`src/rtl/word_window_ctrl.sv`:
```
// Game-flow controller: fills and shifts the six-slot word-id window, buffers typed keys and tracks progress.
// Optional error counter output err_cnt is enabled by defining WWC_ERR_COUNT_EN.
module word_window_ctrl #(
  parameter int unsigned NUM_WORDS = 100,
  parameter logic [15:0] SEED      = 16'h0001
) (
  input  logic         clk,
  input  logic         rst,
  input  logic         key_valid,
  input  logic [4:0]   key_code,
  input  logic [74:0]  cur_word,
  input  logic [4:0]   cur_len,
  output logic         key_ready,
  output logic [59:0]  rd,
  output logic [124:0] type_buf,
  output logic [4:0]   correct,
  output logic [4:0]   tot,
  output logic         word_done,
  output logic [9:0]   word_cnt
`ifdef WWC_ERR_COUNT_EN
  ,
  output logic [9:0]   err_cnt
`endif
);

  localparam logic [15:0] SEED_EFF = (SEED == 16'h0000) ? 16'hACE1 : SEED;
  localparam logic [8:0]  NUM_W    = 9'(NUM_WORDS);

  typedef enum logic [1:0] {ST_INIT, ST_TYPE, ST_SHIFT} state_t;

  state_t         state_q, state_d;
  logic [15:0]    lfsr_q, lfsr_d;
  logic [2:0]     fill_q, fill_d;
  logic [59:0]    rd_q, rd_d;
  logic [124:0]   type_q, type_d;
  logic [4:0]     tot_q, tot_d;
  logic [4:0]     correct_q, correct_d;
  logic [9:0]     word_cnt_q, word_cnt_d;
  logic           word_done_q, word_done_d;
  logic           key_ready_q, key_ready_d;

  logic [15:0]    lfsr_step;
  logic [7:0]     new_id;
  logic [4:0]     cur_char;
  logic           is_letter, is_space, is_bksp;
  logic           space_done, space_wrong, hit, append;

  assign lfsr_step = {lfsr_q[14:0], lfsr_q[15] ^ lfsr_q[13] ^ lfsr_q[12] ^ lfsr_q[10]};
  assign new_id    = 8'(({1'b0, lfsr_q[7:0]}) % NUM_W);

  assign is_letter   = (key_code >= 5'd1) && (key_code <= 5'd26);
  assign is_space    = (key_code == 5'd27);
  assign is_bksp     = (key_code == 5'd28);
  assign space_done  = is_space && (correct_q == cur_len) && (tot_q == cur_len);
  assign space_wrong = is_space && !space_done;
  assign append      = (is_letter || space_wrong) && (tot_q < 5'd25);
  assign hit         = is_letter && append && (correct_q == tot_q) &&
                       (tot_q < cur_len) && (key_code == cur_char);

  // Target character at the current typing position; beyond the longest word there is none.
  always_comb begin
    cur_char = 5'd0;
    for (int i = 0; i < 15; i++) begin
      if (tot_q == 5'(i)) cur_char = cur_word[5*i +: 5];
    end
  end

  always_comb begin
    state_d     = state_q;
    lfsr_d      = lfsr_q;
    fill_d      = fill_q;
    rd_d        = rd_q;
    type_d      = type_q;
    tot_d       = tot_q;
    correct_d   = correct_q;
    word_cnt_d  = word_cnt_q;
    word_done_d = 1'b0;
    unique case (state_q)
      ST_INIT: begin
        for (int k = 0; k < 6; k++) begin
          if (fill_q == 3'(k)) rd_d[10*k +: 10] = {2'b00, new_id};
        end
        lfsr_d = lfsr_step;
        if (fill_q == 3'd5) begin
          fill_d  = 3'd0;
          state_d = ST_TYPE;
        end else begin
          fill_d = fill_q + 3'd1;
        end
      end
      ST_TYPE: begin
        if (key_valid) begin
          if (space_done) begin
            state_d = ST_SHIFT;
          end else if (append) begin
            for (int i = 0; i < 25; i++) begin
              if (tot_q == 5'(i)) type_d[5*i +: 5] = key_code;
            end
            tot_d = tot_q + 5'd1;
            if (hit) correct_d = correct_q + 5'd1;
          end else if (is_bksp && (tot_q != 5'd0)) begin
            for (int i = 0; i < 25; i++) begin
              if (tot_q == 5'(i + 1)) type_d[5*i +: 5] = 5'd0;
            end
            tot_d = tot_q - 5'd1;
            if (correct_q == tot_q) correct_d = correct_q - 5'd1;
          end
        end
      end
      ST_SHIFT: begin
        rd_d        = {2'b00, new_id, rd_q[59:10]};
        lfsr_d      = lfsr_step;
        type_d      = '0;
        tot_d       = 5'd0;
        correct_d   = 5'd0;
        if (word_cnt_q != 10'd1023) word_cnt_d = word_cnt_q + 10'd1;
        word_done_d = 1'b1;
        state_d     = ST_TYPE;
      end
      default: state_d = ST_INIT;
    endcase
    key_ready_d = (state_d == ST_TYPE);
  end

  always_ff @(posedge clk) begin
    if (!rst) begin
      state_q     <= ST_INIT;
      lfsr_q      <= SEED_EFF;
      fill_q      <= 3'd0;
      rd_q        <= '0;
      type_q      <= '0;
      tot_q       <= 5'd0;
      correct_q   <= 5'd0;
      word_cnt_q  <= 10'd0;
      word_done_q <= 1'b0;
      key_ready_q <= 1'b0;
    end else begin
      state_q     <= state_d;
      lfsr_q      <= lfsr_d;
      fill_q      <= fill_d;
      rd_q        <= rd_d;
      type_q      <= type_d;
      tot_q       <= tot_d;
      correct_q   <= correct_d;
      word_cnt_q  <= word_cnt_d;
      word_done_q <= word_done_d;
      key_ready_q <= key_ready_d;
    end
  end

`ifdef WWC_ERR_COUNT_EN
  // Every wrong letter or non-completing space counts, even when the buffer is full.
  logic       err_inc;
  logic [9:0] err_cnt_q, err_cnt_d;

  assign err_inc = (state_q == ST_TYPE) && key_valid && (is_letter || space_wrong) && !hit;

  always_comb begin
    err_cnt_d = err_cnt_q;
    if (err_inc && (err_cnt_q != 10'd1023)) err_cnt_d = err_cnt_q + 10'd1;
  end

  always_ff @(posedge clk) begin
    if (!rst) err_cnt_q <= 10'd0;
    else      err_cnt_q <= err_cnt_d;
  end

  assign err_cnt = err_cnt_q;
`endif

  assign key_ready = key_ready_q;
  assign rd        = rd_q;
  assign type_buf  = type_q;
  assign correct   = correct_q;
  assign tot       = tot_q;
  assign word_done = word_done_q;
  assign word_cnt  = word_cnt_q;

endmodule

```
`config.mk`:
```
export PLATFORM = sky130hd
export DESIGN_NAME = word_window_ctrl
export DESIGN_NICKNAME = d
export VERILOG_FILES = /design/src/rtl/word_window_ctrl.sv
export SDC_FILE = /design/constraint.sdc
export NUM_CORES = 1
export LEC_CHECK = 0
export BUFFER_PORTS_ARGS = -buffer_cell sky130_fd_sc_hd__clkbuf_2
export CAP_MARGIN = 20
export CELL_PAD_IN_SITES_DETAIL_PLACEMENT = 1
export CELL_PAD_IN_SITES_GLOBAL_PLACEMENT = 1
export CORE_MARGIN = 2
export CORE_UTILIZATION = 42
export DETAILED_ROUTE_END_ITERATION = 8
export GPL_TIMING_DRIVEN = 0
export PLACE_DENSITY_LB_ADDON = 0.3
export SLEW_MARGIN = 30
export SYNTH_ARGS = -nofsm -noshare
export SYNTH_HDL_FRONTEND = slang
export SYNTH_SLANG_ARGS = --single-unit
```
`constraint.sdc`:
```
create_clock -name clk -period 8.8 [get_ports clk]
set_input_delay 0.88 -clock clk [delete_from_list [all_inputs] [get_ports clk]]
set_output_delay 0.88 -clock clk [all_outputs]
set_load 0.005 [all_outputs]
```
==> tab_implementation.tex, run 1 <==
\begin{tabular}{lr}
\hline
Metric & Value \\
\hline
\multicolumn{2}{l}{\textbf{Run status}} \\
\quad Run status & complete, no violations \\
\multicolumn{2}{l}{\textbf{Clock network}} \\
\quad Clock transition at the registers of the reported paths & 0.06 ns \\
\quad Total of hold buffers inserted after clock tree synthesis & 0 \\
\quad Clock Tree Root & clkbuf\_16 \\
\quad Number of buffers on the longest clock path & 3 \\
\quad Post CTS Setup Buffer Count & 0 \\
\quad Clk sinks & 216 \\
\quad TritonCTS clock tree & done \\
\quad CTS Buf Count & 24 \\
\quad Quantity of gates resized following cts & 0 \\
\quad Clock latency on the worst-skew pair & 0.52 ns \\
\quad H-tree lvl count & 1 \\
\multicolumn{2}{l}{\textbf{Timing}} \\
\quad Time the final worst path needs with I/O delays and setup & 4.297 ns \\
\quad Worst slew margin relative to its limit & 37.23\% \\
\quad Total Neg Setup Slack & 0 ns \\
\quad Final Hold Vio Count & 0 \\
\quad Period Utilization, post-route & 48.83\% \\
\quad RSZ-0062 raised after global routing & false \\
\quad Clock tree skew after final layout & 0.01254 ns \\
\quad Minimum setup slack in the final design & 4.503 ns \\
\quad Measured slew at the worst slew-check pin & 0.9415 ns \\
\quad Number of setup violations in the final report & 0 \\
\quad Highest attainable clock frequency & 232.7 MHz \\
\quad Number of pins exceeding their max-slew limit in the final report & 0 \\
\multicolumn{2}{l}{\textbf{Critical path}} \\
\quad Peak fanout along the critical path & 10 \\
\quad Count of buffering cells on the critical path with inverters included & 4 \\
\quad Type of the worst setup path & reg -> reg \\
\quad Crit-path slowest cell & dfxtp\_1 \\
\quad Critical path endpoint category & register \\
\quad Slowest Stage Delay on Critical Path & 0.59 ns \\
\quad Number of logic stages on the critical path including buffering & 16 \\
\quad Top delay family on crit path & simple AND/OR/NAND/NOR gates \\
\quad Critical path arrival & 4.71 ns \\
\quad Critical Path Source Type & register \\
\quad Cells along the critical path & inv\_1 > ha\_1 > nand4\_1 > or4\_1 > buf\_2 > nand2\_4 > inv\_2 > clkbuf\_1 > fa\_1 > nor2b\_1 > o21a\_1 > nor2\_1 > xnor2\_1 > o21ai\_0 > or3\_1 > a32o\_1 \\
\quad FF-to-FF path depth & 16 \\
\quad Endpoint required time on the critical path & 9.21 ns \\
\multicolumn{2}{l}{\textbf{Placement}} \\
\quad Gp weighted congestion & 0.9004 \\
\quad \# port buffers & 282 \\
\quad Pre-CTS setup slack & 4.211 ns \\
\quad Detailed-placement wirelength estimate & 30630 µm \\
\multicolumn{2}{l}{\textbf{Global routing}} \\
\quad Highest-utilization routing layer at the global route stage & met2 \\
\quad Global routing usage on met1 & 37.59\% \\
\quad Met3 Resource Use GR & 6.810\% \\
\quad Pin count of the biggest net entering global routing & 14 \\
\quad Number of global-route vias before repair & 11439 \\
\quad Antenna violations before repair & 0 \\
\quad Global-route wire length before repair & 64970 µm \\
\quad Overflow left after global routing & 0 \\
\quad Total routing usage reported by global routing & 29.37\% \\
\quad Met2 track demand over resource & 48.84\% \\
\multicolumn{2}{l}{\textbf{Power}} \\
\quad Overall Power & 2.242 mW \\
\quad Share of total power in the clock network & 45.2\% \\
\quad Internal & 1.668 mW \\
\quad Switching power of the nets & 0.5734 mW \\
\quad Worst ir drop on vdd & 0.1747 mV \\
\quad Combinational share of power & 9.7\% \\
\quad Net Sw Frac & 25.58\% \\
\quad Power per Cell Area & 164.2 mW/mm² \\
\quad Leak pwr & 6.001 nW \\
\quad Part of the power in registers & 45.1\% \\
\multicolumn{2}{l}{\textbf{Die}} \\
\quad Placement Rows & 59 \\
\quad IO Count & 295 \\
\quad Core ar. & 0.02584 mm² \\
\quad Die Y-Extent & 165.7 µm \\
\quad Horizontal extent of the die & 165.7 µm \\
\quad Die Area & 0.02745 mm² \\
\quad Starting density of the core & 42.49\% \\
\multicolumn{2}{l}{\textbf{Worst hold path}} \\
\quad Min-Delay Path Class & reg -> reg \\
\quad Cell depth of the worst hold path & 2 \\
\multicolumn{2}{l}{\textbf{Drt}} \\
\quad Post-route DRC & 0 \\
\quad DRT Wirelength & 41670 µm \\
\quad Number of nets with antenna violations after routing & 0 \\
\quad Avg WL per Cell & 21.53 µm \\
\quad Number of DRC markers after the initial detailed-route iteration & 695 \\
\quad Average vias per placed instance & 5.698 \\
\quad Detailed-router iteration count before antenna repair & 5 \\
\quad Via count of the routed design & 11025 \\
\multicolumn{2}{l}{\textbf{Cells and area}} \\
\quad Fraction of layout cells with a size suffix above 1 & 24.31\% \\
\quad Multi-input gate area & 0.006091 mm² \\
\quad Combined flip-flop and latch cell area & 0.004324 mm² \\
\quad ANT cells & 0 \\
\quad Layout Area Growth over Synthesis & 24.34\% \\
\quad Filler cell count in the final layout & 3216 \\
\quad Number of nets in the layout & 1688 \\
\multicolumn{2}{l}{\textbf{Synth}} \\
\quad Predominant post-synthesis flop cell & dfxtp\_1 \\
\quad Synthesized netlist cell count & 1264 \\
\quad Sequential element share of the synthesized area & 39.39\% \\
\quad FF+latch count, synth & 216 \\
\quad Post-synth ARST share & 0\% \\
\quad Number of flops mapped to enable cells by yosys & 0 \\
\quad Cell Area, Synth & 0.01098 mm² \\
\quad YS warnings & 0 \\
\quad Syn\_area\_per\_cell & 8.685 µm² \\
\quad Number of different library cells in the post-synthesis netlist & 92 \\
\multicolumn{2}{l}{\textbf{Run}} \\
\quad \# Max-Cap Violations & 0 \\
\hline
\end{tabular}
stage by stage:
stage | util [%] | cells | hold slack, ns | area, µm²
detailed placement | 49.74 | 1892 | 0.4711 | 12850
floorplan | - | 1275 | 0.4391 | 11020
global placement | 49.73 | 1892 | 0.4580 | 12850
global route | 52.83 | 1935 | 0.4956 | 13650
CTS | 52.81 | 1935 | 0.4826 | 13640
finish | 52.83 | 1935 | 0.4817 | 13650
power groups by stage:
stage | combinational, mW | clock [mW] | sequential (mW)
5_1_grt | 0.238 | 1.06 | 1.01
3_3_place_gp | 0.208 | 0 | 1.03
2_1_floorplan | 0.123 | 0 | 1.03
6_report | 0.217 | 1.01 | 1.01
4_1_cts | 0.215 | 1.03 | 1.01
3_5_place_dp | 0.213 | 0 | 1.03
sequential cells by signal, indices dropped and copies added (netlist names), 2 cells and up:
name      flops
type_buf    125
correct       5
tot           5
lfsr_q       16
rd           48
fill_q        3
word_cnt     10
state_q       2
tightest hold or removal path, cell delays in order (launching register included):
cell	delay [ns]
dfxtp_1	0.34
nand2_1	0.07
nor2_1	0.03
layout make-up:
type,instances,share of cell area [%]
well taps,335,3.071
flip-flops and latches,216,31.68
multi-input cells,920,44.62
inverters,26,0.7149
plain buffers,113,3.767
clock inverters,10,0.6416
clock buffers,33,5.170
repair buffers,282,10.34
worst paths after layout:
kind	from	end	slack, ns
worst min-delay path	rd[57]	rd[57]	0.48
worst max register to register	tot[0]	correct[4]	4.50
worst max-delay path	tot[0]	correct[4]	4.50
worst min register to register	rd[57]	rd[57]	0.48
synth_stat cells, types with 9 or more instances:
master	n	area (µm²)
a21oi_1	72	360.4
nand2_1	90	337.8
nor3_1	9	45.04
a311oi_1	14	122.6
nor2_1	236	885.9
nor2b_1	12	75.07
buf_2	11	55.05
mux2i_1	150	1501
ha_1	16	200.2
clkbuf_1	80	300.3
o211ai_1	9	67.56
nand3b_1	11	82.58
xnor2_1	20	175.2
inv_1	24	90.09
or3_1	10	62.56
o21ai_0	30	150.1
nand3_1	21	105.1
buf_4	12	90.09
a211oi_1	37	277.8
nand2b_1	13	81.33
dfxtp_1	216	4324
kinds of logic after synthesis:
family,after synthesis,share of synthesized area (%)
other,1,0.03416
XOR/XNOR,27,2.154
adder cells (fa/ha/maj),18,2.097
AO/OA/AOI/OAI,256,17.77
buffers and inverters,139,5.562
AND/OR/NAND/NOR,456,19.22
multiplexers,151,13.78
flip-flops,216,39.39
per-layer routing:
| metal | routed length (µm) | share of wire (%) |
|---|---|---|
| met1 | 17540 | 42 |
| met5 | 0 | 0 |
| met4 | 1379 | 3.3 |
| met2 | 19330 | 46 |
| met3 | 3417 | 8.2 |
cells in the final DEF (no fill, tap or decap), types with 21 or more instances in the layout:
cell | netlist | final
nand3_1 | 21 | 21
nand2_1 | 90 | 90
clkbuf_2 | 0 | 283
dfxtp_1 | 216 | 216
mux2i_1 | 150 | 150
a211oi_1 | 37 | 37
clkbuf_1 | 80 | 82
o21ai_0 | 30 | 30
nor2_1 | 236 | 236
a21oi_1 | 72 | 72
inv_1 | 24 | 24
clkbuf_16 | 0 | 25
Note: power is estimated with default switching activity, not from simulation.
==> run 2, diff against run 1 <==
- CORE_UTILIZATION: 42 -> 39
- clock period: 8.8 -> 4 ns (I/O delays scaled with it)
==> run 2 against run 1 <==
Die area rose by 7.5%. First-iteration DRC count rose by 11%. Clock skew barely moved. Count of clock-buffer cells in the layout rose by 4. Utilization fell by 3.7 points. Sequential power rose by 120%. Sequential share of layout area rose by 0.060 points. Worst hold slack got worse by 0.26 ns. Combinational power rose by 120%. Non-clock buffer count fell by 1. Via count fell by 2.2%. Routed wire length fell by 2.0%. Critical path type unchanged.
==> tab_implementation.tex, run 2 (synthesis gave the netlist of run 1 again) <==
\begin{tabular}{lr}
\hline
Metric & Value \\
\hline
\multicolumn{2}{l}{\textbf{Critical path}} \\
\quad Top delay family on crit path & compound AO/OA/AOI/OAI gates \\
\quad Cells along the critical path & inv\_1 > ha\_1 > clkbuf\_1 > buf\_2 > buf\_2 > a21oi\_1 > a2111oi\_0 > o2bb2ai\_1 > o211ai\_1 > xnor2\_1 > inv\_1 > o31ai\_4 > mux2i\_1 \\
\quad Critical path endpoint category & register \\
\quad Peak fanout along the critical path & 10 \\
\quad Reg-to-Reg Start & tot[1] \\
\quad Count of buffering cells on the critical path with inverters included & 5 \\
\quad FF-to-FF path depth & 13 \\
\quad Slowest Stage Delay on Critical Path & 0.47 ns \\
\quad Type of the worst setup path & reg -> reg \\
\quad Critical Path Source Type & register \\
\quad Capture point of the worst reg-to-reg path & correct[2] \\
\quad Endpoint required time on the critical path & 4.44 ns \\
\quad Setup slack of the worst register-to-register path & 0.23 ns \\
\quad Crit-path slowest cell & a2111oi\_0 \\
\quad Critical path arrival & 4.21 ns \\
\multicolumn{2}{l}{\textbf{Drt}} \\
\quad Number of DRC markers after the initial detailed-route iteration & 768 \\
\quad Post-route DRC & 0 \\
\quad Via count of the routed design & 10778 \\
\quad Number of nets with antenna violations after routing & 0 \\
\quad Avg WL per Cell & 20.69 µm \\
\quad DRT Wirelength & 40840 µm \\
\quad Detailed-router iteration count before antenna repair & 6 \\
\quad Average vias per placed instance & 5.460 \\
\multicolumn{2}{l}{\textbf{Placement}} \\
\quad Gp weighted congestion & 0.9262 \\
\quad Cell count after placement & 1935 \\
\quad Detailed-placement wirelength estimate & 30900 µm \\
\quad \# port buffers & 282 \\
\multicolumn{2}{l}{\textbf{Power}} \\
\quad Part of the power in registers & 46.6\% \\
\quad Internal & 3.579 mW \\
\quad Power per Cell Area & 349.8 mW/mm² \\
\quad Net Sw Frac & 24.98\% \\
\quad Overall Power & 4.771 mW \\
\quad Switching power of the nets & 1.192 mW \\
\quad Combinational share of power & 10.0\% \\
\quad Share of total power in the clock network & 43.4\% \\
\quad Worst ir drop on vdd & 0.3055 mV \\
\quad Leak pwr & 5.963 nW \\
\multicolumn{2}{l}{\textbf{Global routing}} \\
\quad Total routing usage reported by global routing & 27.03\% \\
\quad Pin count of the biggest net entering global routing & 17 \\
\quad Global-route wire length before repair & 62390 µm \\
\quad Overflow left after global routing & 0 \\
\quad Number of global-route vias before repair & 10928 \\
\quad Antenna violations before repair & 0 \\
\multicolumn{2}{l}{\textbf{Clock network}} \\
\quad H-tree lvl count & 1 \\
\quad CTS Buf Count & 24 \\
\quad Total of hold buffers inserted after clock tree synthesis & 0 \\
\quad Clock latency on the worst-skew pair & 0.51 ns \\
\quad TritonCTS clock tree & done \\
\quad Clk sinks & 216 \\
\quad Clock transition at the registers of the reported paths & 0.06 ns \\
\quad Number of buffers on the longest clock path & 3 \\
\quad Clock Tree Root & clkbuf\_16 \\
\multicolumn{2}{l}{\textbf{Die}} \\
\quad IO Count & 295 \\
\quad Horizontal extent of the die & 171.8 µm \\
\quad Placement Rows & 61 \\
\quad Core ar. & 0.02778 mm² \\
\quad Die Area & 0.02951 mm² \\
\quad Die Y-Extent & 171.8 µm \\
\quad Starting density of the core & 39.52\% \\
\multicolumn{2}{l}{\textbf{Timing}} \\
\quad Worst slew margin relative to its limit & 38.35\% \\
\quad Period Utilization, post-route & 94.27\% \\
\quad Worst slack on hold paths & 0.2199 ns \\
\quad Total Neg Setup Slack & 0 ns \\
\quad Highest attainable clock frequency & 265.2 MHz \\
\quad Measured slew at the worst slew-check pin & 0.9169 ns \\
\quad Number of setup violations in the final report & 0 \\
\quad Final Hold Vio Count & 0 \\
\quad RSZ-0062 raised after global routing & false \\
\quad Number of pins exceeding their max-slew limit in the final report & 0 \\
\quad Time the final worst path needs with I/O delays and setup & 3.771 ns \\
\quad Clock tree skew after final layout & 0.01244 ns \\
\multicolumn{2}{l}{\textbf{Worst hold path}} \\
\quad Destination of the worst hold path & state\_q[1] \\
\quad Min-Delay Path Class & in -> reg \\
\quad Beginning of the worst hold path & key\_valid \\
\quad Cell depth of the worst hold path & 3 \\
\multicolumn{2}{l}{\textbf{Cells and area}} \\
\quad Final Core Density & 49.09\% \\
\quad Filler cell count in the final layout & 3449 \\
\quad Multi-input gate area & 0.006091 mm² \\
\quad Number of flip-flops under the largest register name & 125 \\
\quad Number of nets in the layout & 1687 \\
\quad ANT cells & 0 \\
\quad Fin cells & 1974 \\
\quad Most common library cell in the layout ignoring fill and taps & clkbuf\_2 \\
\quad Layout Area Growth over Synthesis & 24.22\% \\
\quad Commonest cells after routing, fill and taps aside & 283 x clkbuf\_2, 236 x nor2\_1, 215 x dfxtp\_1 \\
\quad Fraction of layout cells with a size suffix above 1 & 23.93\% \\
\quad Combined flip-flop and latch cell area & 0.004328 mm² \\
\multicolumn{2}{l}{\textbf{Run}} \\
\quad \# Max-Cap Violations & 0 \\
\multicolumn{2}{l}{\textbf{Run status}} \\
\quad Run status & complete, no violations \\
\hline
\end{tabular}
==> run 2: changes by cell type in the layout (fill, tap and decap cells not counted), sizes merged <==
cell	before	now
clkbuf	395	398
clkinv	6	3
inv	28	26
bufinv	1	0
clkinvlp	1	0
==> run 2: through the flow <==
stage / setup slack (ns) / area [µm²]
6_report: 0.2290 / 13640
4_1_cts: 0.1614 / 13630
5_1_grt: 0.03834 / 13640
3_5_place_dp: -0.2594 / 12900
2_1_floorplan: 0.4006 / 11020
3_3_place_gp: -0.1471 / 12900
==> run 2: how the worst max path moves through the flow <==
stage,cells after the start,end,from
after global routing,15,correct[4],tot[0]
after floorplan,16,correct[4],tot[0]
after CTS,15,correct[4],tot[0]
after global placement,16,correct[4],tot[0]
final,13,correct[2],tot[1]
after detailed placement,16,correct[4],tot[0]
==> run 2: what timing repair did <==
action | in CTS | in global routing
buffers inserted | 0 | 0
resized for setup | 1 | 1
endpoints found under the setup margin | 1 | 1
==> run 2: worst reg2reg max path, cell delays in order, from the launching register on <==
cell and delay, ns:
dfxtp_1 0.44, inv_1 0.17, ha_1 0.24, clkbuf_1 0.39
buf_2 0.32, buf_2 0.28, a21oi_1 0.09, a2111oi_0 0.47
o2bb2ai_1 0.14, o211ai_1 0.19, xnor2_1 0.20, inv_1 0.11
o31ai_4 0.43, mux2i_1 0.23
==> run 2: layout make-up <==
| type | instances | share of cell area, % |
|---|---|---|
| Multi-Input combinational cell | 920 | 44.66 |
| Sequential cell | 216 | 31.74 |
| Timing Repair Buffer | 282 | 10.35 |
| Clock buffer | 37 | 5.212 |
| Buffer | 112 | 3.743 |
| Tap cell | 378 | 3.468 |
| Inverter | 26 | 0.7157 |
| Clock inverter | 3 | 0.1101 |
==> run 2: power groups by stage <==
stage	Sequential [mW]	Combinational, mW	Clock, mW
5_1_grt	2.23	0.523	2.20
6_report	2.22	0.475	2.07
4_1_cts	2.22	0.474	2.10
2_1_floorplan	2.27	0.271	0
3_3_place_gp	2.27	0.461	0
3_5_place_dp	2.27	0.470	0
==> run 2: metal layers <==
layer	GRT usage (%)	up-vias	share of wire [%]
met1	34.34	5271	43
met5	0	-	0
met3	5.706	72	7.0
li1	-	5064	-
met2	46.59	371	47
met4	6.905	0	2.6
